$ cat config.mk
export PLATFORM = sky130hd
export DESIGN_NAME = hazard_ctrl_flat
export DESIGN_NICKNAME = d
export VERILOG_FILES = /design/src/rtl/mips_pkg.sv /design/src/rtl/hazard_ctrl_if.sv /design/src/rtl/hazard_sb.sv /design/src/rtl/hazard_ctrl.sv /design/src/flat_wrapper.sv
export SDC_FILE = /design/constraint.sdc
export NUM_CORES = 1
export LEC_CHECK = 0
export CAP_MARGIN = 20
export CORE_MARGIN = 10
export CORE_UTILIZATION = 45
export CTS_CLUSTER_DIAMETER = 50
export CTS_CLUSTER_SIZE = 30
export DETAILED_ROUTE_END_ITERATION = 10
export GPL_TIMING_DRIVEN = 0
export PLACE_DENSITY = 0.73
export SLEW_MARGIN = 20
export SYNTH_ARGS = -nofsm -noshare
export SYNTH_HDL_FRONTEND = slang
export SYNTH_SLANG_ARGS = --single-unit
export TNS_END_PERCENT = 100
$ cat constraint.sdc
create_clock -name clk -period 3.52 [get_ports clk]
set_input_delay 0.704 -clock clk [delete_from_list [all_inputs] [get_ports clk]]
set_output_delay 0.704 -clock clk [all_outputs]
set_load 0.1 [all_outputs]
$ cat src/rtl/mips_pkg.sv
// rtl/mips_pkg.sv - scoreboard entry type, bypass codes and match helpers for the hazard unit
package mips_pkg;

  localparam int RW    = 5;
  localparam int DEPTH = 3;

  typedef struct packed {
    logic       v;
    logic [4:0] rd;
    logic       ld;
  } sb_entry_t;

  localparam logic [1:0] FWD_NONE = 2'b00;
  localparam logic [1:0] FWD_MEM  = 2'b01;
  localparam logic [1:0] FWD_WB   = 2'b10;
  localparam logic [1:0] FWD_BUS  = 2'b11;

  function automatic logic sb_match(input sb_entry_t e, input logic [RW-1:0] r);
    return e.v && (e.rd == r) && (r != '0);
  endfunction

  // Entry 0 is the EX-stage producer, so older entries map to later bypass points.
  function automatic logic [1:0] fwd_code(input int idx);
    case (idx)
      0:       return FWD_MEM;
      1:       return FWD_WB;
      default: return FWD_BUS;
    endcase
  endfunction

endpackage

$ cat src/rtl/hazard_ctrl_if.sv
// rtl/hazard_ctrl_if.sv - ID-stage request and pipeline-control bundle of the hazard unit
interface hazard_ctrl_if #(
  parameter int RW    = 5,
  parameter int CNT_W = 16
) ();

  logic          id_valid;
  logic [RW-1:0] id_rs;
  logic [RW-1:0] id_rt;
  logic          id_use_rs;
  logic          id_use_rt;
  logic          id_GPRWr;
  logic [RW-1:0] id_rd;
  logic          id_MTR;
  logic          id_branch;
  logic          br_taken;

  logic             PCWr;
  logic             ifid_hold;
  logic             ifid_flush;
  logic             idex_bubble;
  logic [1:0]       fwd_a;
  logic [1:0]       fwd_b;
  logic [CNT_W-1:0] stall_cnt;

  modport master (
    output id_valid, id_rs, id_rt, id_use_rs, id_use_rt, id_GPRWr, id_rd, id_MTR,
           id_branch, br_taken,
    input  PCWr, ifid_hold, ifid_flush, idex_bubble, fwd_a, fwd_b, stall_cnt
  );

  modport slave (
    input  id_valid, id_rs, id_rt, id_use_rs, id_use_rt, id_GPRWr, id_rd, id_MTR,
           id_branch, br_taken,
    output PCWr, ifid_hold, ifid_flush, idex_bubble, fwd_a, fwd_b, stall_cnt
  );

endinterface

$ cat src/rtl/hazard_sb.sv
// rtl/hazard_sb.sv - in-flight destination scoreboard (EX, MEM, WB) with youngest-first match
module hazard_sb #(
  parameter int DEPTH = 3,
  parameter int RW    = 5
) (
  input  logic          clk,
  input  logic          clr,
  input  logic          push,
  input  logic [RW-1:0] push_rd,
  input  logic          push_ld,
  input  logic [RW-1:0] rs,
  input  logic [RW-1:0] rt,
  output logic          hit_rs,
  output logic          hit_rt,
  output logic          ld_rs,
  output logic          ld_rt,
  output logic [1:0]    sel_rs,
  output logic [1:0]    sel_rt
);
  import mips_pkg::*;

  sb_entry_t sb [DEPTH];

  always_ff @(posedge clk) begin
    if (clr) begin
      for (int i = 0; i < DEPTH; i++) sb[i] <= '0;
    end else begin
      sb[0] <= '{v: push, rd: push_rd, ld: push_ld};
      for (int i = 1; i < DEPTH; i++) sb[i] <= sb[i-1];
    end
  end

  // Walk oldest to youngest so the youngest producer's code is left standing.
  always_comb begin
    hit_rs = 1'b0;
    hit_rt = 1'b0;
    sel_rs = FWD_NONE;
    sel_rt = FWD_NONE;
    for (int i = DEPTH - 1; i >= 0; i--) begin
      if (sb_match(sb[i], rs)) begin
        hit_rs = 1'b1;
        sel_rs = fwd_code(i);
      end
      if (sb_match(sb[i], rt)) begin
        hit_rt = 1'b1;
        sel_rt = fwd_code(i);
      end
    end
  end

  assign ld_rs = sb_match(sb[0], rs) & sb[0].ld;
  assign ld_rt = sb_match(sb[0], rt) & sb[0].ld;

endmodule

$ cat src/rtl/hazard_ctrl.sv
// rtl/hazard_ctrl.sv - RAW/branch hazard sequencer for the 5-stage MIPS pipeline
// Optional HAZARD_FWD_EN: stall on load-use only and register bypass selects.
module hazard_ctrl #(
  parameter int DEPTH = 3,
  parameter int RW    = 5,
  parameter int CNT_W = 16
) (
  input  logic         clk,
  input  logic         clr,
  hazard_ctrl_if.slave bus
);
  import mips_pkg::*;

  logic             hit_rs, hit_rt, ld_rs, ld_rt;
  logic [1:0]       sel_rs, sel_rt;
  logic             haz, stall, push, kill_q, br_flush;
  logic [CNT_W-1:0] cnt_q;

  hazard_sb #(.DEPTH(DEPTH), .RW(RW)) u_sb (
    .clk     (clk),
    .clr     (clr),
    .push    (push),
    .push_rd (bus.id_rd),
    .push_ld (bus.id_MTR),
    .rs      (bus.id_rs),
    .rt      (bus.id_rt),
    .hit_rs  (hit_rs),
    .hit_rt  (hit_rt),
    .ld_rs   (ld_rs),
    .ld_rt   (ld_rt),
    .sel_rs  (sel_rs),
    .sel_rt  (sel_rt)
  );

`ifdef HAZARD_FWD_EN
  assign haz = bus.id_valid & ((bus.id_use_rs & ld_rs) | (bus.id_use_rt & ld_rt));
`else
  assign haz = bus.id_valid & ((bus.id_use_rs & hit_rs) | (bus.id_use_rt & hit_rt));
`endif

  assign stall    = haz & ~clr;
  assign br_flush = bus.id_valid & bus.id_branch & bus.br_taken;
  assign push     = bus.id_valid & bus.id_GPRWr & (bus.id_rd != '0) & ~stall & ~kill_q;

  assign bus.PCWr        = ~clr & ~stall;
  assign bus.ifid_hold   = stall;
  assign bus.idex_bubble = clr | stall;
  assign bus.ifid_flush  = clr | (~stall & br_flush);
  assign bus.stall_cnt   = cnt_q;

  // The slot behind a flush is a wrong-path fetch and must never claim a register.
  always_ff @(posedge clk) begin
    if (clr) kill_q <= 1'b1;
    else     kill_q <= bus.ifid_flush;
  end

  always_ff @(posedge clk) begin
    if (clr)                  cnt_q <= '0;
    else if (stall && !(&cnt_q)) cnt_q <= cnt_q + 1'b1;
  end

`ifdef HAZARD_FWD_EN
  logic [1:0] fwd_a_q, fwd_b_q;
  logic       unused_hit;

  always_ff @(posedge clk) begin
    if (clr || stall || !bus.id_valid) begin
      fwd_a_q <= FWD_NONE;
      fwd_b_q <= FWD_NONE;
    end else begin
      fwd_a_q <= bus.id_use_rs ? sel_rs : FWD_NONE;
      fwd_b_q <= bus.id_use_rt ? sel_rt : FWD_NONE;
    end
  end

  assign bus.fwd_a  = fwd_a_q;
  assign bus.fwd_b  = fwd_b_q;
  assign unused_hit = hit_rs ^ hit_rt;
`else
  logic unused_fwd;

  assign bus.fwd_a  = FWD_NONE;
  assign bus.fwd_b  = FWD_NONE;
  assign unused_fwd = ^{sel_rs, sel_rt, ld_rs, ld_rt};
`endif

endmodule
$ cat src/flat_wrapper.sv
// flat-port wrapper written by rule: the top's interface ports become plain ports
module hazard_ctrl_flat import mips_pkg::*;
#(
  parameter int DEPTH = 3,
  parameter int RW    = 5,
  parameter int CNT_W = 16
)
  (clk, clr, bus_id_valid, bus_id_rs, bus_id_rt, bus_id_use_rs, bus_id_use_rt, bus_id_GPRWr, bus_id_rd, bus_id_MTR, bus_id_branch, bus_br_taken, bus_PCWr, bus_ifid_hold, bus_ifid_flush, bus_idex_bubble, bus_fwd_a, bus_fwd_b, bus_stall_cnt);
  hazard_ctrl_if #(.RW(RW), .CNT_W(CNT_W)) bus_i ();
  input  logic clk;
  input  logic clr;
  input wire logic [$bits(bus_i.id_valid)-1:0] bus_id_valid;
  input wire logic [$bits(bus_i.id_rs)-1:0] bus_id_rs;
  input wire logic [$bits(bus_i.id_rt)-1:0] bus_id_rt;
  input wire logic [$bits(bus_i.id_use_rs)-1:0] bus_id_use_rs;
  input wire logic [$bits(bus_i.id_use_rt)-1:0] bus_id_use_rt;
  input wire logic [$bits(bus_i.id_GPRWr)-1:0] bus_id_GPRWr;
  input wire logic [$bits(bus_i.id_rd)-1:0] bus_id_rd;
  input wire logic [$bits(bus_i.id_MTR)-1:0] bus_id_MTR;
  input wire logic [$bits(bus_i.id_branch)-1:0] bus_id_branch;
  input wire logic [$bits(bus_i.br_taken)-1:0] bus_br_taken;
  output wire logic [$bits(bus_i.PCWr)-1:0] bus_PCWr;
  output wire logic [$bits(bus_i.ifid_hold)-1:0] bus_ifid_hold;
  output wire logic [$bits(bus_i.ifid_flush)-1:0] bus_ifid_flush;
  output wire logic [$bits(bus_i.idex_bubble)-1:0] bus_idex_bubble;
  output wire logic [$bits(bus_i.fwd_a)-1:0] bus_fwd_a;
  output wire logic [$bits(bus_i.fwd_b)-1:0] bus_fwd_b;
  output wire logic [$bits(bus_i.stall_cnt)-1:0] bus_stall_cnt;
  assign bus_i.id_valid = bus_id_valid;
  assign bus_i.id_rs = bus_id_rs;
  assign bus_i.id_rt = bus_id_rt;
  assign bus_i.id_use_rs = bus_id_use_rs;
  assign bus_i.id_use_rt = bus_id_use_rt;
  assign bus_i.id_GPRWr = bus_id_GPRWr;
  assign bus_i.id_rd = bus_id_rd;
  assign bus_i.id_MTR = bus_id_MTR;
  assign bus_i.id_branch = bus_id_branch;
  assign bus_i.br_taken = bus_br_taken;
  assign bus_PCWr = bus_i.PCWr;
  assign bus_ifid_hold = bus_i.ifid_hold;
  assign bus_ifid_flush = bus_i.ifid_flush;
  assign bus_idex_bubble = bus_i.idex_bubble;
  assign bus_fwd_a = bus_i.fwd_a;
  assign bus_fwd_b = bus_i.fwd_b;
  assign bus_stall_cnt = bus_i.stall_cnt;
  hazard_ctrl #(.DEPTH(DEPTH), .RW(RW), .CNT_W(CNT_W)) u_core (.clk(clk), .clr(clr), .bus(bus_i));
endmodule
==> metrics.txt <==
# TYPE chip_impl_metric gauge
chip_impl_info{name="critical_path.startpoint",value="bus_id_rs[4]"} 1
chip_impl_info{name="yosysMostFrequentCell",value="dfxtp_1"} 1
chip_impl_info{name="dominantRegCellSynth",value="dfxtp_1"} 1
chip_impl_metric{name="design_power_total",unit="mW"} 0.858
chip_impl_metric{name="max_slew.worst_pin.slew",unit="ps"} 995
chip_impl_metric{name="r2r_slack",unit="ps"} 1190
chip_impl_metric{name="synth_enable_flop_cells",unit=""} 0
chip_impl_metric{name="drt-initial-drc-count",unit=""} 170
chip_impl_info{name="setup.worst_path.start_class",value="primary input"} 1
chip_impl_info{name="worstSetupEndpoint",value="bus_PCWr"} 1
chip_impl_metric{name="clock-skew-final",unit="ps"} 5.21
chip_impl_metric{name="cts-buffers-inserted",unit=""} 5
chip_impl_metric{name="numPortBuffers",unit=""} 40
chip_impl_metric{name="largest_net_degree_at_the_start_of_global_routing",unit=""} 14
chip_impl_metric{name="drive_above_1_share",unit=""} 0.203
chip_impl_metric{name="grt_util_all_layers",unit=""} 0.145
chip_impl_metric{name="grt_pass1_vias",unit=""} 1835
chip_impl_metric{name="nets",unit=""} 300
chip_impl_metric{name="first_pass_grt_wire_length",unit="mm"} 8.97
chip_impl_info{name="combinational_family_with_the_most_area_after_synthesis",value="simple AND/OR/NAND/NOR gates"} 1
chip_impl_metric{name="core_region_area",unit="um2"} 4380
chip_impl_info{name="hold_path.class",value="flop to flop"} 1
chip_impl_metric{name="finalWorstSetupSlack",unit="ps"} 96.1
chip_impl_metric{name="netlist.area_leader.share",unit=""} 0.343
chip_impl_metric{name="max-cap-violations",unit=""} 0
chip_impl_info{name="synth_top_cells_by_area",value="dfxtp_1, xor2_1, nor2b_1"} 1
chip_impl_metric{name="flip_flop_and_latch_count_after_synthesis",unit=""} 35
chip_impl_info{name="path_class",value="primary input to primary output"} 1
chip_impl_metric{name="drt_pass1_iterations",unit=""} 4
chip_impl_metric{name="timing.final.hold_violations",unit=""} 0
chip_impl_metric{name="via_total_after_detailed_routing",unit=""} 1799
chip_impl_metric{name="crit_arrival",unit="ps"} 2720
chip_impl_info{name="clock_tree.root_cell",value="clkbuf_8"} 1
chip_impl_metric{name="postRouteWirelength",unit="mm"} 5.42
chip_impl_metric{name="fin_setup_tns",unit="ps"} 0
chip_impl_metric{name="fin_worst_hold_slack",unit="ps"} 494
chip_impl_metric{name="final_report_setup_violation_count",unit=""} 0
chip_impl_metric{name="synth_cells",unit=""} 215
chip_impl_metric{name="syn_avg_cell_area",unit="um2"} 9.51
chip_impl_info{name="rr_startpoint",value="u_core.bus.stall_cnt[0]$_SDFFE_PP0P_"} 1
chip_impl_metric{name="drt-wirelength-per-cell",unit="um"} 16.5
chip_impl_metric{name="power.static_leakage",unit="nW"} 1.17
chip_impl_metric{name="timing.reg2reg.worst_path_depth",unit=""} 6
chip_impl_metric{name="remaining_drc_errors",unit=""} 0
chip_impl_metric{name="cts.sink_count",unit=""} 35
chip_impl_metric{name="synth-compound-area-share",unit=""} 0.161
chip_impl_metric{name="dieArea",unit="um2"} 7640
chip_impl_metric{name="max_frequency",unit="GHz"} 0.292
chip_impl_metric{name="ctsLongestPathBuffers",unit=""} 2
chip_impl_metric{name="fin_area",unit="um2"} 2790
chip_impl_info{name="cts_tree",value="built"} 1
chip_impl_info{name="synthDominantAreaCellType",value="dfxtp_1"} 1
chip_impl_metric{name="start_util",unit=""} 0.467
chip_impl_metric{name="hpwlAfterDp",unit="mm"} 3.89
chip_impl_metric{name="layout-area-overhead-vs-synth",unit="%"} 36.1
chip_impl_metric{name="synth-warning-count",unit=""} 0
chip_impl_metric{name="synth-adder-area-share",unit=""} 0.00612
chip_impl_info{name="synth.top_cells.by_count",value="dfxtp_1, nor2b_1, xor2_1"} 1
chip_impl_metric{name="fp.dieW",unit="um"} 87.4
chip_impl_info{name="rsz0062_at_grt",value="false"} 1
chip_impl_metric{name="post-place-ws",unit="ps"} -1120
chip_impl_metric{name="final_min_period_over_clock_period",unit=""} 0.973
chip_impl_metric{name="synth_sequential_area_ratio",unit=""} 0.343
chip_impl_metric{name="final.min_clock_period",unit="ps"} 3420
chip_impl_metric{name="yosysUniqueCellTypes",unit=""} 43
chip_impl_metric{name="routed_via_density",unit=""} 5.48
chip_impl_metric{name="clkTransAtPathRegs",unit="ps"} 80
chip_impl_metric{name="peakVddDrop",unit="uV"} 209
chip_impl_metric{name="io_pins",unit=""} 48
chip_impl_metric{name="worst-endpoint-required",unit="ps"} 2820
chip_impl_metric{name="n_fill_cell",unit=""} 370
chip_impl_info{name="run_status",value="completed"} 1
chip_impl_metric{name="die_height",unit="um"} 87.4
chip_impl_metric{name="critPathMaxFanout",unit=""} 4
chip_impl_metric{name="gp_congestion",unit=""} 0.853
chip_impl_metric{name="relSlewSlack",unit=""} 0.334
chip_impl_metric{name="synthXorXnorAreaFrac",unit=""} 0.128
chip_impl_metric{name="placement_rows",unit=""} 24
chip_impl_metric{name="dpl-instance-area",unit="um2"} 2530
chip_impl_metric{name="yosys.area_share.simple",unit=""} 0.243
chip_impl_metric{name="count_of_antenna_diodes_in_the_layout",unit=""} 0
chip_impl_metric{name="postSynth.asyncResetShare",unit=""} 0
chip_impl_info{name="critical_path.endpoint_type",value="primary output"} 1
chip_impl_metric{name="ant_nets",unit=""} 0
chip_impl_metric{name="cts_htree_levels",unit=""} 2
chip_impl_metric{name="muxShareOfSynthArea",unit=""} 0.0771
chip_impl_info{name="reg2reg_to",value="u_core.bus.stall_cnt[13]$_SDFFE_PP0P_"} 1
chip_impl_metric{name="number_of_antenna_violations_at_the_first_check_in_global_routing",unit=""} 0
chip_impl_metric{name="synth.cell_area",unit="um2"} 2050
chip_impl_metric{name="clkLatencyLatePin",unit="ps"} 290
chip_impl_metric{name="powerDensity",unit="nW/um2"} 308
chip_impl_metric{name="timing_max_transition_violations_final",unit=""} 0
chip_impl_metric{name="grt_overflow",unit=""} 0
[final cells by class]
cell class	instances	area (um2)	share of cell area
Buffer	13	78.8	0.0283
Inverter	2	7.51	0.00270
Clock inverter	3	23.8	0.00854
Tap cell	52	65.1	0.0234
Timing Repair Buffer	50	512	0.184
Sequential cell	35	701	0.252
Clock buffer	5	68.8	0.0247
Multi-Input combinational cell	168	1330	0.477
[logic make-up after synthesis]
family,after synthesis
AND/OR/NAND/NOR,87
flip-flops,35
AO/OA/AOI/OAI,32
XOR/XNOR,30
buffers and inverters,15
multiplexers,14
adder cells (fa/ha/maj),1
other,1
[per-layer routing]
layer / GRT usage / vias to the layer above / part of all wire
met3: 0.0375 / 7 / 0.045
met1: 0.179 / 862 / 0.46
li1: - / 880 / -
met2: 0.237 / 50 / 0.49
met5: 0 / - / 0
met4: 0.0464 / 0 / 0.012
[worst min-delay path by stage]
stage,from,endpoint,slack (ps),cells past startpoint
after floorplan,u_core.u_sb.sb[0][13]$_SDFF_PP0_,u_core.u_sb.sb[0][20]$_SDFF_PP0_,450,1
after global placement,u_core.u_sb.sb[0][6]$_SDFF_PP0_,u_core.u_sb.sb[0][13]$_SDFF_PP0_,470,1
after detailed placement,u_core.u_sb.sb[0][6]$_SDFF_PP0_,u_core.u_sb.sb[0][13]$_SDFF_PP0_,480,1
after CTS,u_core.u_sb.sb[0][6]$_SDFF_PP0_,u_core.u_sb.sb[0][13]$_SDFF_PP0_,490,1
final,u_core.u_sb.sb[0][6]$_SDFF_PP0_,u_core.u_sb.sb[0][13]$_SDFF_PP0_,490,1
after global routing,u_core.u_sb.sb[0][6]$_SDFF_PP0_,u_core.u_sb.sb[0][13]$_SDFF_PP0_,510,1
[flip-flops by register name, summed over array words and instances (netlist names)]
name and count:
u_core.kill_q 1, u_core.bus.stall_cnt 16, u_core.u_sb.sb 18
[metrics by stage]
| stage | util | instances |
|---|---|---|
| after floorplan | - | 218 |
| after global placement | 0.577 | 310 |
| after detailed placement | 0.577 | 310 |
| after CTS | 0.622 | 325 |
| after global routing | 0.635 | 328 |
| final | 0.635 | 328 |
[layout by cell type (no fill, tap or decap), drive strengths merged, types with 2 or more instances in the layout]
cell            n
o211a           2
nand4           3
o211ai          2
a41o            2
a21oi           3
a211oi          6
nor2b          30
and3            5
nor4            6
clkinvlp        2
o31a            2
xor2           24
inv             3
xnor2           6
or4             3
o31ai           2
buf            21
and4            2
nand3           8
o21ai           3
clkdlybuf4s50  27
conb            4
dlygate4sd2     2
dfxtp          35
o221ai          2
dlymetal6s2s    7
nand2           7
clkbuf         11
nor2           19
mux2           14
a2111oi         4
[critical path, cell delays in order]
cell             delay, ps
clkdlybuf4s50_1        580
xor2_1                 200
nor4_2                  70
and3_2                 230
o31ai_4                300
buf_6                  150
nand2_1                 90
a21oi_2                200
buf_12                 190
[timing repair]
item / in CTS / in global routing
gates resized for setup: 41 / 11
setup buffers: 7 / 3
hold buffers: 0 / 0
cloned: 0 / 0
pin swaps: 8 / 2
endpoints found under the setup margin: 4 / 4
[power breakdown]
group | switching, mW | internal [mW] | leakage [nW]
Clock | 0.165 | 0.142 | 0.0408
Combinational | 0.0841 | 0.0551 | 0.841
Sequential | 0.00797 | 0.404 | 0.285
Power figures use the tool's default switching activity.
